<file path="config.mk">
export PLATFORM = sky130hd
export DESIGN_NAME = mmio_bus_arbiter_flat
export DESIGN_NICKNAME = d
export VERILOG_FILES = /design/src/rtl/mmio_bus_arbiter_pkg.sv /design/src/rtl/mmio_bus_arbiter_if.sv /design/src/rtl/mmio_bus_arbiter.sv /design/src/flat_wrapper.sv
export SDC_FILE = /design/constraint.sdc
export NUM_CORES = 1
export LEC_CHECK = 0
export CAP_MARGIN = 30
export CORE_AREA = 2 2 117 119
export DETAILED_ROUTE_END_ITERATION = 10
export DIE_AREA = 0 0 119 121
export GPL_ROUTABILITY_DRIVEN = 0
export PLACE_DENSITY = 0.65
export SLEW_MARGIN = 20
export SYNTH_ARGS = -nofsm -noshare
export SYNTH_HDL_FRONTEND = slang
export SYNTH_SLANG_ARGS = --single-unit
</file>
<file path="constraint.sdc">
create_clock -name clock -period 1.7 [get_ports clock]
set_input_delay 0.255 -clock clock [delete_from_list [all_inputs] [get_ports clock]]
set_output_delay 0.255 -clock clock [all_outputs]
set_load 0.005 [all_outputs]
</file>
<file path="src/rtl/mmio_bus_arbiter_pkg.sv">
// Shared types and constants for the two-master MMIO bus arbiter.
package mmio_arb_pkg;

   typedef enum logic [1:0] {
      IDLE  = 2'd0,
      BUSY  = 2'd1,
      ABORT = 2'd2
   } arb_state_e;

   localparam logic [31:0] ABORT_RDATA = 32'hDEAD_BEEF;

   // Grant index: which master owns the shared slave port.
   localparam logic GNT_M0 = 1'b0;
   localparam logic GNT_M1 = 1'b1;

   function automatic logic [1:0] grant_onehot(input logic idx);
      return (idx == GNT_M1) ? 2'b10 : 2'b01;
   endfunction

endpackage

</file>
<file path="src/rtl/mmio_bus_arbiter_if.sv">
// Bus bundle for the arbiter: two requesting masters (m0 core, m1 debug) and the shared slave port.
interface mmio_bus_arbiter_if #(
   parameter int DATA_W = 32,
   parameter int ADDR_W = 32
);
   logic [ADDR_W-1:0] m0_address;
   logic [DATA_W-1:0] m0_writedata;
   logic              m0_write_n;
   logic              m0_read_n;
   logic [DATA_W-1:0] m0_readdata;
   logic              m0_waitrequest;

   logic [ADDR_W-1:0] m1_address;
   logic [DATA_W-1:0] m1_writedata;
   logic              m1_write_n;
   logic              m1_read_n;
   logic [DATA_W-1:0] m1_readdata;
   logic              m1_waitrequest;

   logic [ADDR_W-1:0] s_address;
   logic [DATA_W-1:0] s_writedata;
   logic              s_write_n;
   logic              s_read_n;
   logic [DATA_W-1:0] s_readdata;
   logic              s_waitrequest;

   // master: the arbiter's view (it masters the shared slave port)
   modport master (
      input  m0_address, m0_writedata, m0_write_n, m0_read_n,
      output m0_readdata, m0_waitrequest,
      input  m1_address, m1_writedata, m1_write_n, m1_read_n,
      output m1_readdata, m1_waitrequest,
      output s_address, s_writedata, s_write_n, s_read_n,
      input  s_readdata, s_waitrequest
   );

   // slave: the surrounding system's view (requesting masters plus the slave)
   modport slave (
      output m0_address, m0_writedata, m0_write_n, m0_read_n,
      input  m0_readdata, m0_waitrequest,
      output m1_address, m1_writedata, m1_write_n, m1_read_n,
      input  m1_readdata, m1_waitrequest,
      input  s_address, s_writedata, s_write_n, s_read_n,
      output s_readdata, s_waitrequest
   );
endinterface

</file>
<file path="src/rtl/mmio_bus_arbiter.sv">
// Round-robin arbiter between the core data port (m0) and debug port (m1) onto one MMIO slave,
// with a stall timeout that aborts the transfer and returns a poison read value.
module mmio_bus_arbiter
   import mmio_arb_pkg::*;
#(
   parameter int DATA_W      = 32,
   parameter int ADDR_W      = 32,
   parameter int TIMEOUT_CYC = 255
) (
   input  logic                clock,
   input  logic                reset,
   mmio_bus_arbiter_if.master  bus,
   output logic [1:0]          gnt,
   output logic                bus_err
);

   localparam logic [7:0] TIMEOUT_LIM = 8'(TIMEOUT_CYC);

   arb_state_e state_q, state_d;
   logic       grant_q, grant_d;
   logic       last_q, last_d;
   logic [7:0] stall_q, stall_d;

   logic              req0, req1, pick, sel_req;
   logic [ADDR_W-1:0] sel_address;
   logic [DATA_W-1:0] sel_writedata;
   logic              sel_write_n, sel_read_n;
   logic [7:0]        stall_inc;

   always_ff @(posedge clock) begin
      if (reset) begin
         state_q <= IDLE;
         grant_q <= GNT_M0;
         last_q  <= GNT_M1;
         stall_q <= '0;
      end else begin
         state_q <= state_d;
         grant_q <= grant_d;
         last_q  <= last_d;
         stall_q <= stall_d;
      end
   end

   always_comb begin
      req0 = ~bus.m0_read_n | ~bus.m0_write_n;
      req1 = ~bus.m1_read_n | ~bus.m1_write_n;
      // on contention the master not served last wins
      pick = (req0 & req1) ? ~last_q : (req1 ? GNT_M1 : GNT_M0);

      sel_address   = (grant_q == GNT_M1) ? bus.m1_address   : bus.m0_address;
      sel_writedata = (grant_q == GNT_M1) ? bus.m1_writedata : bus.m0_writedata;
      sel_write_n   = (grant_q == GNT_M1) ? bus.m1_write_n   : bus.m0_write_n;
      sel_read_n    = (grant_q == GNT_M1) ? bus.m1_read_n    : bus.m0_read_n;
      sel_req       = ~sel_read_n | ~sel_write_n;
      stall_inc     = (stall_q == '1) ? stall_q : stall_q + 8'd1;

      state_d = state_q;
      grant_d = grant_q;
      last_d  = last_q;
      stall_d = stall_q;

      gnt                = '0;
      bus_err            = 1'b0;
      bus.s_address      = '0;
      bus.s_writedata    = '0;
      bus.s_write_n      = 1'b1;
      bus.s_read_n       = 1'b1;
      bus.m0_readdata    = '0;
      bus.m0_waitrequest = 1'b1;
      bus.m1_readdata    = '0;
      bus.m1_waitrequest = 1'b1;

      case (state_q)
         IDLE: begin
            if (req0 | req1) begin
               state_d = BUSY;
               grant_d = pick;
               stall_d = '0;
            end
         end
         BUSY: begin
            gnt             = grant_onehot(grant_q);
            bus.s_address   = sel_address;
            bus.s_writedata = sel_writedata;
            bus.s_write_n   = sel_write_n;
            // both strobes low is treated as a write
            bus.s_read_n    = sel_read_n | ~sel_write_n;
            if (grant_q == GNT_M1) begin
               bus.m1_readdata    = bus.s_readdata;
               bus.m1_waitrequest = bus.s_waitrequest;
            end else begin
               bus.m0_readdata    = bus.s_readdata;
               bus.m0_waitrequest = bus.s_waitrequest;
            end
            if (!sel_req) begin
               state_d = IDLE;
            end else if (!bus.s_waitrequest) begin
               state_d = IDLE;
               last_d  = grant_q;
            end else begin
               stall_d = stall_inc;
               if (stall_inc >= TIMEOUT_LIM) state_d = ABORT;
            end
         end
         ABORT: begin
            gnt     = grant_onehot(grant_q);
            bus_err = 1'b1;
            if (grant_q == GNT_M1) begin
               bus.m1_readdata    = DATA_W'(ABORT_RDATA);
               bus.m1_waitrequest = 1'b0;
            end else begin
               bus.m0_readdata    = DATA_W'(ABORT_RDATA);
               bus.m0_waitrequest = 1'b0;
            end
            last_d  = grant_q;
            state_d = IDLE;
         end
         default: state_d = IDLE;
      endcase
   end

endmodule

</file>
<file path="src/flat_wrapper.sv">
// flat-port wrapper written by rule: the top's interface ports become plain ports
module mmio_bus_arbiter_flat import mmio_arb_pkg::*;
#(
   parameter int DATA_W      = 32,
   parameter int ADDR_W      = 32,
   parameter int TIMEOUT_CYC = 255
)
  (clock, reset, gnt, bus_err, bus_m0_address, bus_m0_writedata, bus_m0_write_n, bus_m0_read_n, bus_m0_readdata, bus_m0_waitrequest, bus_m1_address, bus_m1_writedata, bus_m1_write_n, bus_m1_read_n, bus_m1_readdata, bus_m1_waitrequest, bus_s_address, bus_s_writedata, bus_s_write_n, bus_s_read_n, bus_s_readdata, bus_s_waitrequest);
  mmio_bus_arbiter_if #(.DATA_W(DATA_W), .ADDR_W(ADDR_W)) bus_i ();
  input  logic clock;
  input  logic reset;
  output logic [1:0] gnt;
  output logic bus_err;
  input wire logic [$bits(bus_i.m0_address)-1:0] bus_m0_address;
  input wire logic [$bits(bus_i.m0_writedata)-1:0] bus_m0_writedata;
  input wire logic [$bits(bus_i.m0_write_n)-1:0] bus_m0_write_n;
  input wire logic [$bits(bus_i.m0_read_n)-1:0] bus_m0_read_n;
  output wire logic [$bits(bus_i.m0_readdata)-1:0] bus_m0_readdata;
  output wire logic [$bits(bus_i.m0_waitrequest)-1:0] bus_m0_waitrequest;
  input wire logic [$bits(bus_i.m1_address)-1:0] bus_m1_address;
  input wire logic [$bits(bus_i.m1_writedata)-1:0] bus_m1_writedata;
  input wire logic [$bits(bus_i.m1_write_n)-1:0] bus_m1_write_n;
  input wire logic [$bits(bus_i.m1_read_n)-1:0] bus_m1_read_n;
  output wire logic [$bits(bus_i.m1_readdata)-1:0] bus_m1_readdata;
  output wire logic [$bits(bus_i.m1_waitrequest)-1:0] bus_m1_waitrequest;
  output wire logic [$bits(bus_i.s_address)-1:0] bus_s_address;
  output wire logic [$bits(bus_i.s_writedata)-1:0] bus_s_writedata;
  output wire logic [$bits(bus_i.s_write_n)-1:0] bus_s_write_n;
  output wire logic [$bits(bus_i.s_read_n)-1:0] bus_s_read_n;
  input wire logic [$bits(bus_i.s_readdata)-1:0] bus_s_readdata;
  input wire logic [$bits(bus_i.s_waitrequest)-1:0] bus_s_waitrequest;
  assign bus_i.m0_address = bus_m0_address;
  assign bus_i.m0_writedata = bus_m0_writedata;
  assign bus_i.m0_write_n = bus_m0_write_n;
  assign bus_i.m0_read_n = bus_m0_read_n;
  assign bus_m0_readdata = bus_i.m0_readdata;
  assign bus_m0_waitrequest = bus_i.m0_waitrequest;
  assign bus_i.m1_address = bus_m1_address;
  assign bus_i.m1_writedata = bus_m1_writedata;
  assign bus_i.m1_write_n = bus_m1_write_n;
  assign bus_i.m1_read_n = bus_m1_read_n;
  assign bus_m1_readdata = bus_i.m1_readdata;
  assign bus_m1_waitrequest = bus_i.m1_waitrequest;
  assign bus_s_address = bus_i.s_address;
  assign bus_s_writedata = bus_i.s_writedata;
  assign bus_s_write_n = bus_i.s_write_n;
  assign bus_s_read_n = bus_i.s_read_n;
  assign bus_i.s_readdata = bus_s_readdata;
  assign bus_i.s_waitrequest = bus_s_waitrequest;
  mmio_bus_arbiter #(.DATA_W(DATA_W), .ADDR_W(ADDR_W), .TIMEOUT_CYC(TIMEOUT_CYC)) u_core (.clock(clock), .reset(reset), .bus(bus_i), .gnt(gnt), .bus_err(bus_err));
endmodule
</file>
Word-level counts from Yosys, hierarchy flattened:

Cells that the tools add are included.

* register bits: 12
* latch bits: 0
* RAM bits: 0
* memory bits (read-only): 0
* bits of input ports: 167
* output and inout port bits: 135
* word-level logic and storage cells: 73
* memories: 0

* $add $sub $neg: 1
* multiply operators: 0
* div/mod/pow operators: 0
* $lt $le $gt $ge: 1
* equal/unequal tests: 8
* shifts and indexed selects: 0
* mux-type cells: 38
* bitwise operators: 13
* reductions and logical operators: 8

Operators with widths (number)
* two-way mux 32 bit: 8
* case mux 32 bit (2 select lines): 2
* two-way mux 8 bit: 4
* case mux 8 bit (2 select lines): 1
* two-way mux 1 bit: 13
* two-way mux 2 bit: 6
* adder 8 x 1 -> 8 bit (second input constant): 1
* equality test 8 bit (second input constant): 1
* >= comparator 8 bit (second input constant): 1
* NOT 1 bit: 7
* case mux 1 bit (2 select lines): 3
* bitwise OR 1 bit: 5
* inequality test 2 x 1 -> 1 bit (second input constant): 2
* inequality test 2 bit (second input constant): 2
* inequality test 4 bit (second input constant): 1
* case mux 2 bit (2 select lines): 1
* AND reduction 2 bit: 2
* AND reduction 4 bit: 1
* nonzero test 2 bit: 2
* AND reduction 3 bit: 1
* equality test 2 x 1 -> 1 bit (second input constant): 1
* equality test 2 bit (second input constant): 1
* zero test 2 bit: 1
* OR reduction 2 bit: 1
* bitwise AND 1 bit: 1

Logic depth before layout (Yosys ltp):

Gate-level depths: netlist of run 1.

* depth in word-level cells: 7
* gate-level depth with buffers: 7
* mapped depth without buffers: 6

Worst setup path before layout of run 1:

OpenSTA, ideal clock, no wires.

* kind: reg2out
* start: register u_core.state_q[0]
* end: output bus_m0_readdata[0]
* arrival: 1.559 ns
* required time: 1.445 ns
* path slack: -0.114 ns
* stages on the path, launching flop included: 8
* path buffers: 2
* path through: dfxtp_1 -> inv_1 -> ha_1 -> nand2b_1 -> clkbuf_1 -> nor2_1 -> buf_2 -> o21a_1

* longest elaborated chain between the ends: 2
* elaborated cells on any way between the ends: 3
* classes of those cells: 2 x eq/ne; 1 x mux

Ends and longest elaborated chain
* start: declaration: RTL line mmio_bus_arbiter.sv:19 `arb_state_e state_q, state_d;`
* start signal: assignment: RTL line mmio_bus_arbiter.sv:37 `state_q <= state_d;`
* equality test 2 bit / equality test 2 x 1 -> 1 bit (equally long branches): RTL line mmio_bus_arbiter.sv:73 `case (state_q)`
* case mux 32 bit (2 select lines) *: RTL line mmio_bus_arbiter.sv:73
* end: declaration: RTL line flat_wrapper.sv:18 `output wire logic [$bits(bus_i.m0_readdata)-1:0] bus_m0_readdata;`

Mark *: on every way between the ends. The rest lies on a longest branch, timed or not.

Worst setup path in the final report of run 1:

* start: register u_core.state_q[1]
* end: output bus_m0_readdata[26]

The elaborated chain is that of the path after synthesis.

==> results of run 1 <==
worst max-delay path by stage:
stage	endpoint	slack [ns]	cells past startpoint
5_1_grt	bus_m0_readdata[23]	-0.43	10
2_1_floorplan	bus_m0_readdata[0]	0.001	7
4_1_cts	bus_m1_readdata[2]	-0.48	10
3_3_place_gp	bus_m1_readdata[10]	-0.64	6
3_5_place_dp	bus_m1_readdata[2]	-0.79	6
6_report	bus_m0_readdata[26]	-0.37	10
state kept, by name, summed over array words and instances, names as in the netlist:
name,count
u_core.grant_q,1
u_core.last_q,1
u_core.stall_q,8
u_core.state_q,2
stage by stage:
step	setup WS, ns	utilization [%]
6_report	-0.3673	54.61
5_1_grt	-0.4333	54.59
4_1_cts	-0.4766	53.03
3_5_place_dp	-0.7927	45.74
3_3_place_gp	-0.6365	45.74
2_1_floorplan	0.001119	-
synth_stat cells, types with 2 or more instances:
library cell	number
buf_2	14
o21ai_0	10
nor2b_1	65
o211ai_1	2
clkbuf_1	16
dfxtp_1	12
buf_4	2
nand3_1	5
a211oi_1	5
inv_1	8
nand4b_1	2
nand2_1	24
mux2i_1	66
a21boi_0	2
nor2_1	26
nand2b_1	2
a21oi_1	9
ha_1	4
o21a_1	49
a31oi_1	2
nor3_1	2
placed cells by master (no fill, tap or decap), types with 5 or more instances in the layout:
| master | synthesis | final |
|---|---|---|
| inv_1 | 8 | 5 |
| buf_4 | 2 | 38 |
| o21ai_0 | 10 | 6 |
| dfxtp_1 | 12 | 8 |
| o21a_1 | 49 | 49 |
| mux2i_1 | 66 | 62 |
| buf_12 | 0 | 13 |
| buf_6 | 1 | 56 |
| nand2_4 | 0 | 10 |
| buf_2 | 14 | 109 |
| buf_16 | 0 | 7 |
| a21oi_1 | 9 | 5 |
| nor2_1 | 26 | 14 |
| nand3_1 | 5 | 5 |
| clkbuf_16 | 0 | 7 |
| clkbuf_2 | 0 | 10 |
| buf_8 | 0 | 7 |
| nor2b_1 | 65 | 28 |
| nor2_2 | 0 | 9 |
| clkdlybuf4s50_1 | 0 | 166 |
| nand2_1 | 24 | 13 |
| nor2b_4 | 0 | 35 |
cell type report:
cell class                      instances  share of cell area, %
Sequential cell                        12                  3.467
Inverter                                8                 0.4553
Clock buffer                            4                  1.103
Timing Repair Buffer                  411                  54.07
Multi-Input combinational cell        296                  37.79
Tap cell                              176                  3.082
Antenna cell                            1                0.03502
layer usage:
| layer | vias up | share of wire [%] | global-route usage, % |
|---|---|---|---|
| li1 | 2001 | - | - |
| met1 | 1986 | 35 | 23.29 |
| met2 | 205 | 54 | 43.97 |
| met3 | 26 | 8.2 | 5.968 |
| met4 | 0 | 2.9 | 7.664 |
| met5 | - | 0 | 0 |
where the power goes:
group	internal (mW)	leakage, nW	switching, mW	total, mW
logic	1.31	3.00	0.813	2.12
registers	0.293	0.0993	0.00817	0.301
clock network	0.318	0.0382	0.148	0.466
cell families after synthesis:
logic type / synth area share [%]
and+or+nand+nor: 28.81
muxes: 26.14
adders and majority gates: 1.980
DFF: 9.505
buffers and inverters: 7.723
AOI/OAI and AO/OA: 25.84
worst reg2reg max path, cell delays in order (launching register included):
cell       delay [ns]
dfxtp_2          0.32
inv_2            0.06
buf_6            0.10
ha_4             0.17
buf_12           0.12
buf_12           0.11
buf_8            0.12
buf_8            0.13
o2111ai_4        0.13
buf_6            0.17
or3_1            0.37
a21oi_1          0.14
what timing repair did:
item,CTS,global route
cloned,18,4
pin swaps,16,25
endpoints found under the hold margin,0,0
buffers inserted,49,15
setup endpoints to repair,146,145
resized for setup,663,100
==> metrics.md, run 1 <==
| Metric | Value |
|---|---|
| Hold Vio Cnt, Final | `0` |
| DP Area | `5986 µm²` |
| Clk sinks | `12` |
| Vias in the first global route | `4478` |
| TritonRoute pass-1 iters | `4` |
| Power density cells | `404.6 nW/µm²` |
| Worst r2r src | `u_core.state_q[1]` |
| Synth-to-Final Area Change | `182.7%` |
| Syn. warnings | `0` |
| DRT antenna net count | `0` |
| Setup tns final | `-32.20 ns` |
| Peak fanout along the critical path | `6` |
| DPL Wire Length | `11600 µm` |
| Flop2flop setup slack | `-0.32 ns` |
| Yosys reg bits | `12` |
| Final number of setup-violating endpoints | `139` |
| Multi-input logic area | `2700 µm²` |
| Root buf cell | `clkbuf_16` |
| Max cap viols | `0` |
| Top cell type's share of synthesized area | `26.14%` |
| Most frequent cell on the critical path | `buf_6` |
| Wire per inst | `around 19 µm` |
| Syn_nets | `520` |
| Slew headroom | `56.51%` |
| TritonCTS Buffers | `3` |
| Initial Util | `approximately 19%` |
| Hold slack | `0.4923 ns` |
| Mean number of vias per cell | `4.645` |
| Die Area | `roughly 14000 µm²` |
| Crit path cell chain | `inv_2, buf_4, ha_4, buf_6, nand2b_4, nor2_4, buf_6, buf_6, o21a_1, buf_2` |
| Top FF cell, synth | `dfxtp_1` |
| Period utilisation layout | `121.6%` |
| Post-Syn Area | `about 2500 µm²` |
| Final cell count without fillers | `908` |
| # DRC | `0` |
| Hold path depth | `2` |
| Failing checks | `negative setup slack` |
| Ranking of synthesized cells by area | `mux2i_1, nor2b_1, o21a_1` |
| Setup ws final | `-0.3673 ns` |
| Maximum clock insertion buffer count | `2` |
| Grt total ovfl | `0` |
| Hold Path Origin | `u_core.last_q` |
| CTS tree | `done` |
| Clock Skew | `0.004497 ns` |
| Slowest-stage cell, CP | `dfxtp_2` |
| Slew @ Worst Pin | `0.6503 ns` |
| Fmax achieved | `0.4837 GHz` |
| Critical Path AT | `~1.8 ns` |
| Startpoint type of the worst setup path | `flip-flop` |
| Period minus WS final | `2.067 ns` |
| Asr flop ratio synth | `0%` |
| DR iter-0 viols | `199` |
| Htree depth | `1` |
| Yosys cell types | `between 40 and 50` |
| FF-to-FF path depth | `11` |
| Buffers & Inverters on Critical Path | `6` |
| CP delay by family, top | `buffers and inverters` |
| Setup crit end kind | `output port` |
| Mapped Cells | `349` |
| Crit path required time | `roughly 1.4 ns` |
| Reg-to-reg endpoint | `u_core.stall_q[0]` |
| Dpl cells | `833` |
| Initial antenna violation count | `0` |
| Global Route Usage Sum | `22.63%` |
| P_leak | `approximately 3.1 nW` |
| Register area share after synthesis | `9.505%` |
| Final-stage net count | `approximately 900` |
| Final instance area | `7146 µm²` |
| Hold-fix buffers, CTS | `0` |
| Critical path type | `flip-flop to output port` |
| RSZ-0062 raised after global routing | `yes` |
| I/O pin total | `302` |
| Die height | `around 120 µm` |
| Max IR drop VDD | `~0.26 mV` |
| Total chip power | `2.891 mW` |
| Clk Latency, worst-skew pair | `0.25 ns` |
| Slowest stage delay, CP | `between 0.3 and 0.4 ns` |
| FILL cells | `1187` |
| Sequential standard cell area | `approximately 250 µm²` |
| Vias | `4218` |
| Die width | `119 µm` |
| Rows | `between 40 and 50` |
| Status | `complete, but fails checks` |
| Final WL | `17380 µm` |
| Number of enable flip-flop cells after synthesis | `0` |
| Clock transition at path regs | `around 0.05 ns` |
| Largest area contributor in the netlist | `mux2i_1` |
| First-pass GRT wire length | `25420 µm` |
| Largest net degree at the start of global routing | `21` |
| Share of cells above drive strength 1 | `a little under half` |
| Worst hold path type | `flip-flop to flip-flop` |
| Worst hold endpoint | `u_core.last_q` |
| CP startpoint | `u_core.state_q[1]` |
| Core Footprint | `13090 µm²` |
| Syn avg cell area | `~7.2 µm²` |
| IO Port Bufs | `301` |
| Max Transition Viols Final | `0` |
(Power assumes the default switching activity.)
==> inputs of run 2 (changes only) <==
SLEW_MARGIN = 0   (was 20)
==> results of run 2 <==
Same layout as run 1: the final DEF is identical, and so are final timing and power.
==> inputs of run 3 (changes only) <==
PLACE_DENSITY = 0.63   (was 0.65)
SLEW_MARGIN = unset   (was 0)
clock period = 2.5 ns   (was 1.7 ns; I/O delays follow)
==> run 3 against run 2 <==
  * The run now ends clean
  * First-iteration DRC count shrank 1.5%
  * Count of clock-buffer cells in the layout unchanged
  * Worst setup slack improved by 0.45 ns
  * Register-to-register slack gained 0.74 ns
  * Sequential power fell by 31%
  * Power shrank 47%
  * Sequential share of layout area up 0.65 points
  * Global-route usage fell by 5.1 points
  * Final cell count fell by 11%
  * Core utilization fell by 9.1 points
  * Non-clock buffer count fell by 94
  * Via count fell by 13%
  * Critical endpoint is now bus_m1_readdata[26]
  * Largest power group unchanged
==> metrics.md, run 3 (synthesized netlist as in run 1, its figures left out) <==
| Metric | Value |
|---|---|
| Synth-to-Final Area Change | `135.6%` |
| Status | `finished clean` |
| FF-to-FF path depth | `6` |
| Die height | `121 µm` |
| RSZ-0062 raised after global routing | `yes` |
| Root buf cell | `clkbuf_16` |
| First-pass GRT wire length | `20240 µm` |
| IO Port Bufs | `approximately 300` |
| Max FFs per register | `8` |
| Rows | `42` |
| Antenna cells | `0` |
| P_leak | `2.089 nW` |
| Vias in the first global route | `3673` |
| Comb pwr share | `66.9%` |
| Setup slack at placement | `0.2492 ns` |
| Slowest-stage cell, CP | `clkdlybuf4s50_1` |
| Setup ws final | `0.08651 ns` |
| Slowest stage delay, CP | `0.50 ns` |
| Hold Vio Cnt, Final | `0` |
| DP Area | `5769 µm²` |
| Reg-to-reg endpoint | `u_core.state_q[1]` |
| Crit path required time | `2.12 ns` |
| Worst hold path type | `flip-flop to flip-flop` |
| Final instance area | `about 6000 µm²` |
| Clk sinks | `12` |
| Slew headroom | `64.32%` |
| CTS tree | `done` |
| Crit path cell chain | `inv_1, ha_4, nand2_1, nor2_2, buf_12, o21a_1, clkdlybuf4s50_1` |
| Vias | `3656` |
| Top reg by flops | `u_core.stall_q` |
| Internal Power | `1.066 mW` |
| Clock power share | `between 10% and 20%` |
| Flop pwr share | `13.6%` |
| Critical Path AT | `2.04 ns` |
| Psw | `0.4560 mW` |
| Clock transition at path regs | `around 0.050 ns` |
| Initial antenna violation count | `0` |
| Setup crit end kind | `output port` |
| Hold path depth | `2` |
| Total chip power | `1.522 mW` |
| Final-stage net count | `just over 800` |
| TritonRoute pass-1 iters | `4` |
| Worst r2r src | `u_core.stall_q[0]` |
| CP startpoint | `u_core.state_q[0]` |
| Clock Skew | `~0.0045 ns` |
| DRT antenna net count | `0` |
| Commonest cells after routing, fill and taps aside | `clkdlybuf4s50_1, mux2i_1, nor2b_1, o21a_1, nand2_1` |
| Mean number of vias per cell | `about 4.5` |
| Biggest regs | `u_core.stall_q: 8 flops, u_core.state_q: 2 flops` |
| Power density cells | `255.6 nW/µm²` |
| Global Route Usage Sum | `17.54%` |
| Final WL | `13770 µm` |
| DPL Wire Length | `between 10000 and 15000 µm` |
| Die width | `119 µm` |
| Hold slack | `0.4842 ns` |
| I/O pin total | `302` |
| Maximum clock insertion buffer count | `2` |
| Critical path type | `flip-flop to output port` |
| Flop2flop setup slack | `0.42 ns` |
| Peak fanout along the critical path | `24` |
| Period utilisation layout | `96.54%` |
| Hold Path Origin | `u_core.last_q` |
| Largest net degree at the start of global routing | `67` |
| Clk Latency, worst-skew pair | `between 0.2 and 0.25 ns` |
| Period minus WS final | `2.413 ns` |
| Share of cells above drive strength 1 | `5.031%` |
| Max cap viols | `0` |
| Max Transition Viols Final | `0` |
| Final cell count without fillers | `812` |
| Initial Util | `19.32%` |
| Fmax achieved | `0.4143 GHz` |
| Startpoint type of the worst setup path | `flip-flop` |
| Worst hold endpoint | `u_core.last_q` |
| Slew @ Worst Pin | `0.5335 ns` |
| Dpl cells | `around 810` |
| Core Footprint | `~13000 µm²` |
| TritonCTS Buffers | `3` |
| # DRC | `0` |
| Sw Ratio | `29.96%` |
| Wire per inst | `between 15 and 20 µm` |
| Htree depth | `1` |
| Max IR drop VDD | `between 0.15 and 0.2 mV` |
| Final number of setup-violating endpoints | `0` |
| Grt total ovfl | `0` |
| Most common cell after layout, fill and taps aside | `clkdlybuf4s50_1` |
| Die Area | `about 14000 µm²` |
| DR iter-0 viols | `196` |
run 3: critical path: cells and delay by family, from the launching register on:
kind | cells | cell delay [ns]
buffers and inverters | 3 | 0.77
adder cells (fa/ha/maj) | 1 | 0.30
AND/OR/NAND/NOR | 2 | 0.21
AO/OA/AOI/OAI | 1 | 0.16
flip-flops | 1 | 0.36
run 3: how the worst max path moves through the flow:
stage                                      to  slack [ns]  cells past startpoint
after floorplan            bus_m0_readdata[0]        0.57                      7
after global placement     bus_m1_waitrequest        0.28                      4
after detailed placement   bus_m0_readdata[1]        0.25                      7
after CTS                  bus_m1_waitrequest        0.01                      6
after global routing       bus_m1_readdata[7]      -0.004                      7
final                     bus_m1_readdata[26]        0.09                      7
run 3: what timing repair did:
action,in CTS,in global routing
resized for setup,2,11
gates cloned,0,2
pin swaps,0,1
hold buffers,0,0
buffers inserted,0,0
endpoints found under the setup margin,17,50
run 3: layout make-up:
type	instances	area (µm²)
Fill cell	1249	7131
Multi-Input combinational cell	295	2137
Sequential cell	12	245.2
Tap cell	176	220.2
Timing Repair Buffer	317	3243
Clock buffer	4	78.83
Inverter	8	30.03
run 3: metal layers:
layer  part of all wire (%)  global-route usage (%)  wire length [µm]  vias to the layer above
met3                    9.5                   5.451              1303                       19
met2                     52                   33.12              7116                      210
met1                     36                   18.86              4991                     1630
li1                       -                       -                 -                     1797
met5                      0                       0                 0                        -
met4                    2.6                   4.539               354                        0
run 3: through the flow:
step	setup TNS, ns	util (%)
finish	0	45.51
floorplan	0	-
global placement	0	44.09
detailed placement	0	44.09
CTS	0	44.73
global route	-0.008099	45.51
run 3: power by group through the flow:
stage	Combinational (mW)	Clock, mW	Sequential [mW]
3_3_place_gp	0.980	0	0.208
2_1_floorplan	0.360	0	0.207
6_report	1.02	0.297	0.207
5_1_grt	1.10	0.315	0.208
4_1_cts	0.992	0.304	0.206
3_5_place_dp	0.983	0	0.209
